## src/rtl/axi_wsched_pkg.sv

```systemverilog
// Shared types and constants for the AXI write-path scheduler.
// State encoding, one-hot slave select codes and default address map.
package axi_wsched_pkg;

   typedef enum logic [1:0] {
      IDLE = 2'd0,
      ADDR = 2'd1,
      DATA = 2'd2,
      RESP = 2'd3
   } wsched_state_e;

   localparam logic [2:0] SEL_S0 = 3'b001;
   localparam logic [2:0] SEL_S1 = 3'b010;
   localparam logic [2:0] SEL_SD = 3'b100;

   localparam int          DEF_ADDR_W  = 32;
   localparam int          DEF_WIN_W   = 16;
   localparam logic [31:0] DEF_S0_BASE = 32'h0000_0000;
   localparam logic [31:0] DEF_S1_BASE = 32'h0001_0000;

endpackage

```

## src/rtl/axi_addr_decode.sv

```systemverilog
// Combinational AW address decoder producing a one-hot slave select.
// S0 has priority over S1; anything outside both windows goes to the default slave.
module axi_addr_decode
   import axi_wsched_pkg::*;
#(
   parameter int                ADDR_W  = DEF_ADDR_W,
   parameter logic [ADDR_W-1:0] S0_BASE = DEF_S0_BASE,
   parameter logic [ADDR_W-1:0] S1_BASE = DEF_S1_BASE,
   parameter int                WIN_W   = DEF_WIN_W
) (
   input  logic [ADDR_W-1:0] addr,
   output logic [2:0]        sel
);

   always_comb begin
      sel = SEL_SD;
      if ((addr >> WIN_W) == (S0_BASE >> WIN_W)) begin
         sel = SEL_S0;
      end else if ((addr >> WIN_W) == (S1_BASE >> WIN_W)) begin
         sel = SEL_S1;
      end
   end

endmodule

```

## src/rtl/axi_wr_scheduler.sv

```systemverilog
// Two-master write scheduler: round-robin AW arbitration, slave decode, and
// grant/select held through AW, W burst and B. Optional AXI_WSCHED_PERF_EN adds per-master write counters.
module axi_wr_scheduler
   import axi_wsched_pkg::*;
#(
   parameter int                ADDR_W  = DEF_ADDR_W,
   parameter logic [ADDR_W-1:0] S0_BASE = DEF_S0_BASE,
   parameter logic [ADDR_W-1:0] S1_BASE = DEF_S1_BASE,
   parameter int                WIN_W   = DEF_WIN_W
) (
   input  logic              clk,
   input  logic              rst,
   input  logic              awvalid_m0,
   input  logic [ADDR_W-1:0] awaddr_m0,
   output logic              awready_m0,
   input  logic              awvalid_m1,
   input  logic [ADDR_W-1:0] awaddr_m1,
   output logic              awready_m1,
   output logic [2:0]        s_awvalid,
   input  logic [2:0]        s_awready,
   input  logic              wvalid,
   input  logic              wready,
   input  logic              wlast,
   input  logic              bvalid,
   input  logic              bready,
   output logic [1:0]        grant,
   output logic [2:0]        slave_sel,
   output logic              busy
`ifdef AXI_WSCHED_PERF_EN
   ,
   output logic [15:0]       wr_cnt_m0,
   output logic [15:0]       wr_cnt_m1
`endif
);

   wsched_state_e state;
   logic          rr_last;
   logic [2:0]    sel_m0;
   logic [2:0]    sel_m1;
   logic          pick_m1;
   logic          gnt_awvalid;
   logic          sel_ready;
   logic          in_addr;
   logic          aw_hs;
   logic          w_done;
   logic          b_hs;

   axi_addr_decode #(
      .ADDR_W (ADDR_W),
      .S0_BASE(S0_BASE),
      .S1_BASE(S1_BASE),
      .WIN_W  (WIN_W)
   ) u_dec_m0 (
      .addr(awaddr_m0),
      .sel (sel_m0)
   );

   axi_addr_decode #(
      .ADDR_W (ADDR_W),
      .S0_BASE(S0_BASE),
      .S1_BASE(S1_BASE),
      .WIN_W  (WIN_W)
   ) u_dec_m1 (
      .addr(awaddr_m1),
      .sel (sel_m1)
   );

   // rr_last high means M1 was served last, so M0 wins a tie.
   always_comb begin
      pick_m1     = awvalid_m1 && (!awvalid_m0 || !rr_last);
      gnt_awvalid = (grant[0] && awvalid_m0) || (grant[1] && awvalid_m1);
      sel_ready   = |(s_awready & slave_sel);
      in_addr     = (state == ADDR);
      aw_hs       = in_addr && gnt_awvalid && sel_ready;
      w_done      = (state == DATA) && wvalid && wready && wlast;
      b_hs        = (state == RESP) && bvalid && bready;
   end

   always_comb begin
      s_awvalid  = in_addr ? (slave_sel & {3{gnt_awvalid}}) : 3'b000;
      awready_m0 = in_addr && grant[0] && sel_ready;
      awready_m1 = in_addr && grant[1] && sel_ready;
      busy       = (state != IDLE);
   end

   // Grant and select are captured once in IDLE and only cleared when B completes.
   always_ff @(posedge clk or negedge rst) begin
      if (!rst) begin
         state     <= IDLE;
         grant     <= 2'b00;
         slave_sel <= 3'b000;
         rr_last   <= 1'b1;
      end else begin
         case (state)
            IDLE: begin
               if (awvalid_m0 || awvalid_m1) begin
                  grant     <= pick_m1 ? 2'b10 : 2'b01;
                  slave_sel <= pick_m1 ? sel_m1 : sel_m0;
                  state     <= ADDR;
               end
            end
            ADDR: begin
               if (aw_hs) state <= DATA;
            end
            DATA: begin
               if (w_done) state <= RESP;
            end
            RESP: begin
               if (b_hs) begin
                  state     <= IDLE;
                  grant     <= 2'b00;
                  slave_sel <= 3'b000;
                  rr_last   <= grant[1];
               end
            end
            default: state <= IDLE;
         endcase
      end
   end

`ifdef AXI_WSCHED_PERF_EN
   // Saturating completed-write counters, attributed by the grant held during RESP.
   always_ff @(posedge clk or negedge rst) begin
      if (!rst) begin
         wr_cnt_m0 <= 16'h0000;
         wr_cnt_m1 <= 16'h0000;
      end else if (b_hs) begin
         if (grant[0] && wr_cnt_m0 != 16'hFFFF) wr_cnt_m0 <= wr_cnt_m0 + 16'h0001;
         if (grant[1] && wr_cnt_m1 != 16'hFFFF) wr_cnt_m1 <= wr_cnt_m1 + 16'h0001;
      end
   end
`endif

endmodule

```

## config.mk

```make
export PLATFORM = sky130hd
export DESIGN_NAME = axi_wr_scheduler
export DESIGN_NICKNAME = d
export VERILOG_FILES = /design/src/rtl/axi_wsched_pkg.sv /design/src/rtl/axi_addr_decode.sv /design/src/rtl/axi_wr_scheduler.sv
export SDC_FILE = /design/constraint.sdc
export NUM_CORES = 1
export LEC_CHECK = 0
export CORE_MARGIN = 10
export CORE_UTILIZATION = 22
export CTS_CLUSTER_DIAMETER = 120
export CTS_CLUSTER_SIZE = 16
export DETAILED_ROUTE_END_ITERATION = 10
export GPL_TIMING_DRIVEN = 0
export HOLD_SLACK_MARGIN = 0.02
export PLACE_DENSITY = 0.77
export RECOVER_POWER = 50
export SLEW_MARGIN = 25
export SYNTH_ARGS = -nofsm -noshare
export SYNTH_HDL_FRONTEND = slang
export SYNTH_SLANG_ARGS = --single-unit
```

## constraint.sdc

```tcl
create_clock -name clk -period 1.8 [get_ports clk]
set_input_delay 0.27 -clock clk [delete_from_list [all_inputs] [get_ports clk]]
set_output_delay 0.27 -clock clk [all_outputs]
set_load 0.1 [all_outputs]
```

# After elaboration in Yosys (flattened, before gate mapping)
# Index checks and enable logic that the tools add are counted.
word_totals:
  regBits: 8
  inputBits: 76
  out_inout_bits: 11
  elab_cells: 60
op_classes:
  n_eq_ne: 9
  muxes: 17
  bitwise: 2
  reduce_logical: 28
op_table:
  columns: ["op", "n"]
  rows:
  - ["32-bit zero test", 2]
  - ["16-bit by 1-bit equality test with 1-bit output, second input constant", 2]
  - ["3-bit 2-to-1 mux", 8]
  - ["1-bit logical AND", 14]
  - ["2-bit 2-to-1 mux", 6]
  - ["2-bit one-hot mux with 4 select lines", 1]
  - ["3-bit bitwise AND", 2]
  - ["2-bit inequality test, second input constant", 3]
  - ["3-bit one-hot mux with 2 select lines", 1]
  - ["2-bit equality test, second input constant", 2]
  - ["2-bit one-hot mux with 2 select lines", 1]
  - ["4-bit AND reduction", 1]
  - ["2-bit nonzero test", 2]
  - ["1-bit logical OR", 3]
  - ["3-bit AND reduction", 1]
  - ["3-bit OR reduction", 1]
  - ["2-bit by 1-bit equality test with 1-bit output, second input constant", 1]
  - ["1-bit zero test", 2]
  - ["2-bit zero test", 1]
  - ["2-bit by 1-bit inequality test with 1-bit output, second input constant", 1]
  - ["2-bit AND reduction", 1]

# Logic depth before layout (Yosys ltp)
# Gate-level depths: netlist of run 1.
depth:
  word_depth: 6
  ltp_mapped: 6
  ltp_nobuf: 6

# Modules after synthesis
# Synthesis of run 1 repeated with hierarchy kept, for this count alone.
unflattened:
  cells_unflattened: 73
  hier_area_um2: 655.6
modules_own_cells:
  columns: ["module", "n_inst", "cells_each", "area_each_um2", "seq_area_each_um2"]
  rows:
  - ["axi_wr_scheduler", 1, 53, 553.0, 201.4]
  - ["axi_addr_decode", 2, 10, 51.3, 0.0]

# Worst setup path before layout of run 1
# No wires, ideal clock.
synth_path:
  path_kind: "reg-to-output"
  start: "register slave_sel[0]"
  end: "output awready_m0"
  arrival_ns: 2.106
  required_ns: 1.530
  slack_ns: -0.576
  path_stages_with_launch: 4
  path_buffers: 0
  path_cell_list: "dfrtp_1 > a222oi_1 > nor2b_1 > and2_1"
synth_between:
  elab_chain_len: 3
synth_rtl:
  columns: ["element", "line", "rtl"]
  rows:
  - ["start: declaration", "axi_wr_scheduler.sv:27", "output logic [2:0] slave_sel,"]
  - ["start signal: assignment", "axi_wr_scheduler.sv:98", "slave_sel <= pick_m1 ? sel_m1 : sel_m0;"]
  - ["3-bit bitwise AND", "axi_wr_scheduler.sv:72", "sel_ready = |(s_awready & slave_sel);"]
  - ["3-bit OR reduction", "axi_wr_scheduler.sv:72", null]
  - ["1-bit logical AND", "axi_wr_scheduler.sv:81", "awready_m0 = in_addr && grant[0] && sel_ready;"]
  - ["end: declaration", "axi_wr_scheduler.sv:15", "output logic awready_m0,"]
# No other way between the ends.

# Final worst setup path of run 1
layout_path:
  start: "input s_awready[0]"
  end: "output awready_m1"
layout_between:
  elab_chain_len: 3
layout_rtl:
  columns: ["element", "line", "rtl"]
  rows:
  - ["start: declaration", "axi_wr_scheduler.sv:20", "input logic [2:0] s_awready,"]
  - ["3-bit bitwise AND", "axi_wr_scheduler.sv:72", null]
  - ["3-bit OR reduction", "axi_wr_scheduler.sv:72", null]
  - ["1-bit logical AND", "axi_wr_scheduler.sv:82", "awready_m1 = in_addr && grant[1] && sel_ready;"]
  - ["end: declaration", "axi_wr_scheduler.sv:18", "output logic awready_m1,"]
# No other way between the ends.

==> results of run 1 <==
-- cell usage in the layout, fill, tap and decap left out, types with 4 or more instances in the layout --
cell | Yosys | layout
clkdlybuf4s50_1 | 0 | 42
buf_12 | 0 | 4
mux2_2 | 4 | 4
nor2_1 | 5 | 5
dfrtp_2 | 0 | 5
-- Yosys cell counts --
cell type | instances | area [um^2]
a211oi_1 | 1 | 7.510
nand3_1 | 3 | 15.01
inv_1 | 4 | 15.01
or4_1 | 1 | 7.510
nor4_2 | 3 | 37.54
nor3b_1 | 1 | 7.510
dfrtp_1 | 7 | 175.2
a221oi_1 | 1 | 8.760
nand2b_1 | 1 | 6.260
o41ai_1 | 1 | 8.760
a21boi_0 | 1 | 7.510
and4_1 | 1 | 8.760
nand4_1 | 1 | 6.260
nor3_1 | 2 | 10.01
a211oi_4 | 1 | 20.02
dfstp_2 | 1 | 26.28
nand3b_1 | 1 | 7.510
a22oi_1 | 2 | 15.01
nor2b_1 | 3 | 18.77
o21ai_0 | 1 | 5.000
buf_2 | 1 | 5.000
and2_1 | 6 | 37.54
a222oi_1 | 1 | 10.01
or4b_1 | 1 | 10.01
nor4_1 | 3 | 18.77
a31oi_1 | 2 | 12.51
nor2_1 | 5 | 18.77
nand2_1 | 2 | 7.510
ha_1 | 4 | 50.05
mux2_2 | 4 | 45.04
-- metrics by stage --
step           total power, W  utilization [%]  TNS (ps)  cell area [um^2]  std cells
6_report             0.002166            48.28    -83.52              1331        159
2_1_floorplan        0.001471                -         0             641.9         66
3_3_place_gp         0.001826            44.28     -4576              1221        151
5_1_grt              0.002309            48.28    -552.6              1331        159
4_1_cts              0.002101            46.82    -172.3              1291        157
3_5_place_dp         0.001879            44.28     -4972              1221        151
-- logic make-up after synthesis --
logic type                 count (synthesis)
DFF                                        8
and+or+nand+nor                           34
buffers and inverters                      5
adders and majority gates                  4
muxes                                      4
AOI/OAI and AO/OA                         11
-- registers in the layout, indices dropped and copies added, names as in the netlist --
register   flops
slave_sel      3
state          2
rr_last        1
grant          2
-- worst max-delay path by stage --
stage                  from    endpoint  slack [ps]
6_report       s_awready[0]  awready_m1         -40
5_1_grt        slave_sel[2]  awready_m1        -160
4_1_cts        slave_sel[0]  awready_m0         -80
3_5_place_dp   s_awready[0]  awready_m1        -880
3_3_place_gp   s_awready[0]  awready_m1        -870
2_1_floorplan  slave_sel[0]  awready_m0          30
-- power groups by stage --
stage	logic [W]	clock network [W]	registers (W)
finish	0.00162	0.000160	0.000385
floorplan	0.000699	0	0.000771
CTS	0.00154	0.000170	0.000387
global route	0.00173	0.000182	0.000401
detailed placement	0.00149	0	0.000391
global placement	0.00145	0	0.000377
-- layer usage --
layer  share of wire (%)  global-route usage [%]
met3                  14                   6.595
met4                 1.2                   3.106
met5                   0                       0
met2                  49                   15.34
met1                  36                   8.726
-- area by class of cell --
type                    instances  area share [%]
multi-input cells              53           32.61
well taps                      31           2.914
plain buffers                   1          0.3759
clock buffers                   4           1.974
flip-flops and latches          8           15.60
inverters                       4           1.128
repair buffers                 58           45.39
-- critical path, stage by stage --
cell and delay (ps):
clkdlybuf4s50_1 400, a222oi_1 410, nor2b_1 150, and2_4 180
buf_12 160
-- what timing repair did --
| item | 4_1_cts | 5_1_grt |
|---|---|---|
| endpoints found under the setup margin | 14 | 10 |
| resized for setup | 57 | 12 |
| pin swaps | 4 | 2 |
| buffers inserted | 2 | 2 |
==> results by group, run 1 <==
Worst setup path
  • R2r endpoint: slave_sel[2]
  • Critical Path RT: 1530 ps
  • Reg2reg start: state[1]
  • Cell count of the worst reg-to-reg path: 6
  • R2r setup slk: 70 ps
  • Worst Setup End Kind: output pin
  • Crit Path Class: in -> out
  • Worst-path maximum fanout: 2
  • Worst setup SP type: primary input
  • Critical Path AT: 1570 ps

Yosys
  • Largest family of logic cells by synthesized area: simple AND/OR/NAND/NOR gates
  • Simple-Gate Fraction of Synth Area: 34.59%
  • Cell Area, Synth: 629.4 um^2
  • Avg Cell Area, Syn: 9.536 um^2
  • Yosys reg bits: 8
  • Mux cell area share after synthesis: 7.157%
  • Register area share after synthesis: 32.01%
  • Post-synthesis cell type count: 30
  • Synth Area in Adders: 7.952%
  • Syn Inst Count: 66
  • Syn Nets: 146
  • Post-synthesis xor/xnor area fraction: 0%
  • Post-synthesis compound-gate area fraction: 15.11%
  • Yosys warning count: 0

Drt
  • Detailed Route Iter0 Violations: 22
  • Via/cell ratio: 4.855
  • Routed wirelength normalized by instance count: 15.84 um
  • Drt pass-1 iters: 4
  • Final routed DRC violation total: 0
  • Routed vias: 772
  • Post-Route WL: 2.518 mm
  • Post-route ant nets: 0

Floorplan
  • I/O pin total: 87
  • Rows: 19
  • Initial Util: 22.82%
  • Die ar.: 0.005400 mm^2
  • Area of the core: 0.002758 mm^2
  • Die H: 73.49 um
  • Die X: 73.49 um

STA
  • Min Tclk post-route: 1842 ps
  • Final setup viols: 2
  • Final Hold Viols: 0
  • Worst slew margin: 35.81%
  • RSZ-0062 raised after global routing: yes
  • Final WS setup: -42.30 ps
  • Fin Clk Skew: 7.458 ps
  • Slew Viols, Final: 0
  • Worst-Margin Slew: 966.6 ps
  • Final hold slack: 345.2 ps
  • Fin crit share: 102.3%
  • Fmax achieved: 0.5428 GHz

Global routing
  • First-pass GRT wire length: 3.898 mm
  • Gr usage total: 9.222%
  • Largest net degree at the start of global routing: 11
  • Number of global-route vias before repair: 855
  • Initial antenna violation count: 0
  • Grt total ovfl: 0

Clock tree
  • TritonCTS clock tree: yes
  • CTS Buf Count: 3
  • Clock Path Buffers: 2
  • Clk_lat worst skew: 270 ps
  • Clk root buf: clkbuf_4
  • Clock slew seen by the registers of the worst setup and hold paths: 60 ps
  • CTS Sinks: 8
  • H-Tree Depth: 1
  • Hold Buf Count CTS: 0

Hold path
  • Worst hold path type: in -> async

Flow run
  • Number of max-cap violations: 0

Pwr
  • Sw frac: 55.95%
  • Worst-case vdd ir drop: 1519 uV
  • Pint: 0.0009540 W
  • Clock Power Share: 7.4%
  • Psw: 0.001212 W
  • Flop pwr share: 17.8%
  • Power per cell area: 1627 mW/mm^2
  • Comb power frac: 74.8%
  • Leak Pwr: 0.5193 nW

Final layout
  • # fillers: 270
  • Area Overhead vs Synth: 111.5%
  • Register area: 207.7 um^2
  • Fin nets: 209
  • Share of cells above drive strength 1: 32.03%
  • Multi-input logic area: 434.2 um^2
  • Ant diodes: 0

Placed design
  • Post-Place Setup Slack: -880.3 ps
  • RD Place Congestion: 0.7797
  • Detail Placement HPWL: 2.183 mm
  • Port-buffer cells: 54

Outcome
  • Failing checks: setup timing
  • Status: complete, but fails checks
Note: power is estimated with default switching activity, not from simulation.
==> run 2, diff against run 1 <==
Settings changed: CORE_UTILIZATION 22 to 24, PLACE_DENSITY 0.77 to 0.8.
Clock period 1.8 ns to 2.1 ns, I/O delays scaled along.
==> run 2 against run 1 <==
Compared with the run above: the run now ends clean; non-clock buffer count decreased by 4; via count down 1.3%; clock power down 13%; combinational power down 25%; hold slack gained 47 ps; core utilization up 0.52 points; sequential share of layout area up 1.1 points.
==> results by group, run 2 (synthesis gave the netlist of run 1 again) <==
Floorplan
  • Initial Util: 25.18%
  • Die X: 71.21 um
  • Rows: 18
  • Die H: 71.21 um
  • Area of the core: 0.002500 mm^2
  • Die ar.: 0.005071 mm^2
  • I/O pin total: 87

Worst setup path
  • R2r endpoint: state[1]
  • Crit path to: awready_m0
  • Worst setup SP type: register
  • Worst-path maximum fanout: 4
  • Worst Setup End Kind: output pin
  • Crit Path Class: reg -> out
  • Stages on worst setup path: 4
  • Critical Path AT: 1660 ps
  • Buf/Inv on CP: 1
  • Start point of the critical path: slave_sel[0]
  • Reg2reg start: state[0]
  • Crit path max-delay family: flip-flops
  • Cell count of the worst reg-to-reg path: 6
  • Slowest stage delay, CP: 420 ps
  • R2r setup slk: 240 ps
  • Critical Path RT: 1780 ps
  • Slowest cell on crit path: dfrtp_2
  • Critical-path cell list: a222oi_1, nor2b_1, and2_2, buf_4

Final layout
  • # fillers: 238
  • Most common cell after layout, fill and taps aside: clkdlybuf4s50_1
  • Top Registers: slave_sel (3), grant (2), state (2)
  • Max reg flops: 3
  • Register area: 203.9 um^2
  • Area Overhead vs Synth: 93.84%
  • Share of cells above drive strength 1: 20.97%
  • Fin nets: 205
  • Final core occ: 48.80%
  • Biggest register: slave_sel
  • Ant diodes: 0
  • Multi-input logic area: 414.1 um^2
  • Commonest non-fill, non-tap cells in the layout: clkdlybuf4s50_1, clkbuf_4, and2_2, nor2_1, dfrtp_1

STA
  • Slew Viols, Final: 0
  • Fin Clk Skew: 0.7273 ps
  • Final setup viols: 0
  • Worst-Margin Slew: 1170 ps
  • Min Tclk post-route: 1970 ps
  • Final hold slack: 391.7 ps
  • Final Hold Viols: 0
  • Fin crit share: 93.82%
  • Worst slew margin: 22.30%
  • RSZ-0062 raised after global routing: no
  • Fmax achieved: 0.5076 GHz

Pwr
  • Comb power frac: 72.6%
  • Psw: 0.0009870 W
  • Pint: 0.0006872 W
  • Sw frac: 58.95%
  • Leak Pwr: 0.4849 nW
  • Power per cell area: 1372 mW/mm^2
  • Worst-case vdd ir drop: 960.2 uV
  • Flop pwr share: 19.1%
  • Clock Power Share: 8.3%

Clock tree
  • CTS Buf Count: 3
  • H-Tree Depth: 1
  • Clk_lat worst skew: 270 ps
  • CTS Sinks: 8
  • Clock slew seen by the registers of the worst setup and hold paths: 60 ps
  • Clock Path Buffers: 2
  • Clk root buf: clkbuf_4
  • TritonCTS clock tree: yes

Drt
  • Via/cell ratio: 4.948
  • Metal-1 WL: 958 um
  • Post-route ant nets: 0
  • Detailed Route Iter0 Violations: 16
  • Post-Route WL: 2.372 mm
  • Met2 WL post-DR: 1.085 mm
  • Drt pass-1 iters: 4
  • Final routed DRC violation total: 0
  • Routed wirelength normalized by instance count: 15.40 um
  • DR top layer: met4
  • Met3 Wirelength: 295 um
  • Routed vias: 762

Flow run
  • Number of max-cap violations: 0

Global routing
  • Number of global-route vias before repair: 840
  • Gr usage total: 9.235%
  • Grt total ovfl: 0
  • First-pass GRT wire length: 3.933 mm
  • Initial antenna violation count: 0
  • Largest net degree at the start of global routing: 11

Placed design
  • Port-buffer cells: 54
  • RD Place Congestion: 0.8083
  • Detail Placement HPWL: 2.093 mm

Hold path
  • Worst hold path type: in -> async

Outcome
  • Status: finished clean
run 2: layer usage:
| metal | track usage, % | up-vias |
|---|---|---|
| met5 | 0 | - |
| li1 | - | 367 |
| met1 | 9.969 | 346 |
| met3 | 4.959 | 3 |
| met2 | 14.71 | 46 |
| met4 | 3.871 | 0 |
run 2: worst min path at each step:
| stage | from | endpoint | slack, ps | depth (start not counted) |
|---|---|---|---|---|
| floorplan | rst | grant[0] | 20 | 0 |
| global placement | slave_sel[2] | slave_sel[2] | 530 | 2 |
| detailed placement | slave_sel[2] | slave_sel[2] | 540 | 2 |
| CTS | rst | grant[1] | 340 | 1 |
| global route | rst | grant[1] | 430 | 1 |
| finish | rst | grant[1] | 390 | 1 |
run 2: per-stage QoR:
step	std cells	cell area (um^2)	TNS [ps]	setup WS, ps	power, W
floorplan	66	638.1	0	9.090	0.001254
finish	154	1220	0	129.8	0.001674
detailed placement	150	1216	-3210	-625.5	0.001595
CTS	154	1212	0	24.19	0.001683
global route	154	1220	0	39.62	0.001764
global placement	150	1216	-3202	-641.7	0.001560
run 2: cell type report:
class / instances / share of cell area (%)
Multi-Input combinational cell: 53 / 33.95
Tap cell: 30 / 3.077
Timing Repair Buffer: 54 / 42.46
Clock buffer: 4 / 2.154
Inverter: 4 / 1.231
Buffer: 1 / 0.4103
Sequential cell: 8 / 16.72
run 2: power groups by stage:
stage / registers [W] / clock network, W / logic, W
6_report: 0.000320 / 0.000140 / 0.00121
5_1_grt: 0.000336 / 0.000142 / 0.00129
4_1_cts: 0.000324 / 0.000143 / 0.00122
3_5_place_dp: 0.000327 / 0 / 0.00127
3_3_place_gp: 0.000318 / 0 / 0.00124
2_1_floorplan: 0.000654 / 0 / 0.000600
run 2: worst register-to-register path, stage by stage, from the launching register on:
cell      delay (ps)
dfrtp_1          400
inv_1            110
ha_1             230
nor3b_1          440
a221oi_1         110
nand2_1          130
mux2_2           330
run 2: timing repair:
item,in CTS,in global routing
buffers inserted,0,0
resized for setup,33,7
pin swaps,0,1
hold buffers,0,0
setup endpoints to repair,11,5
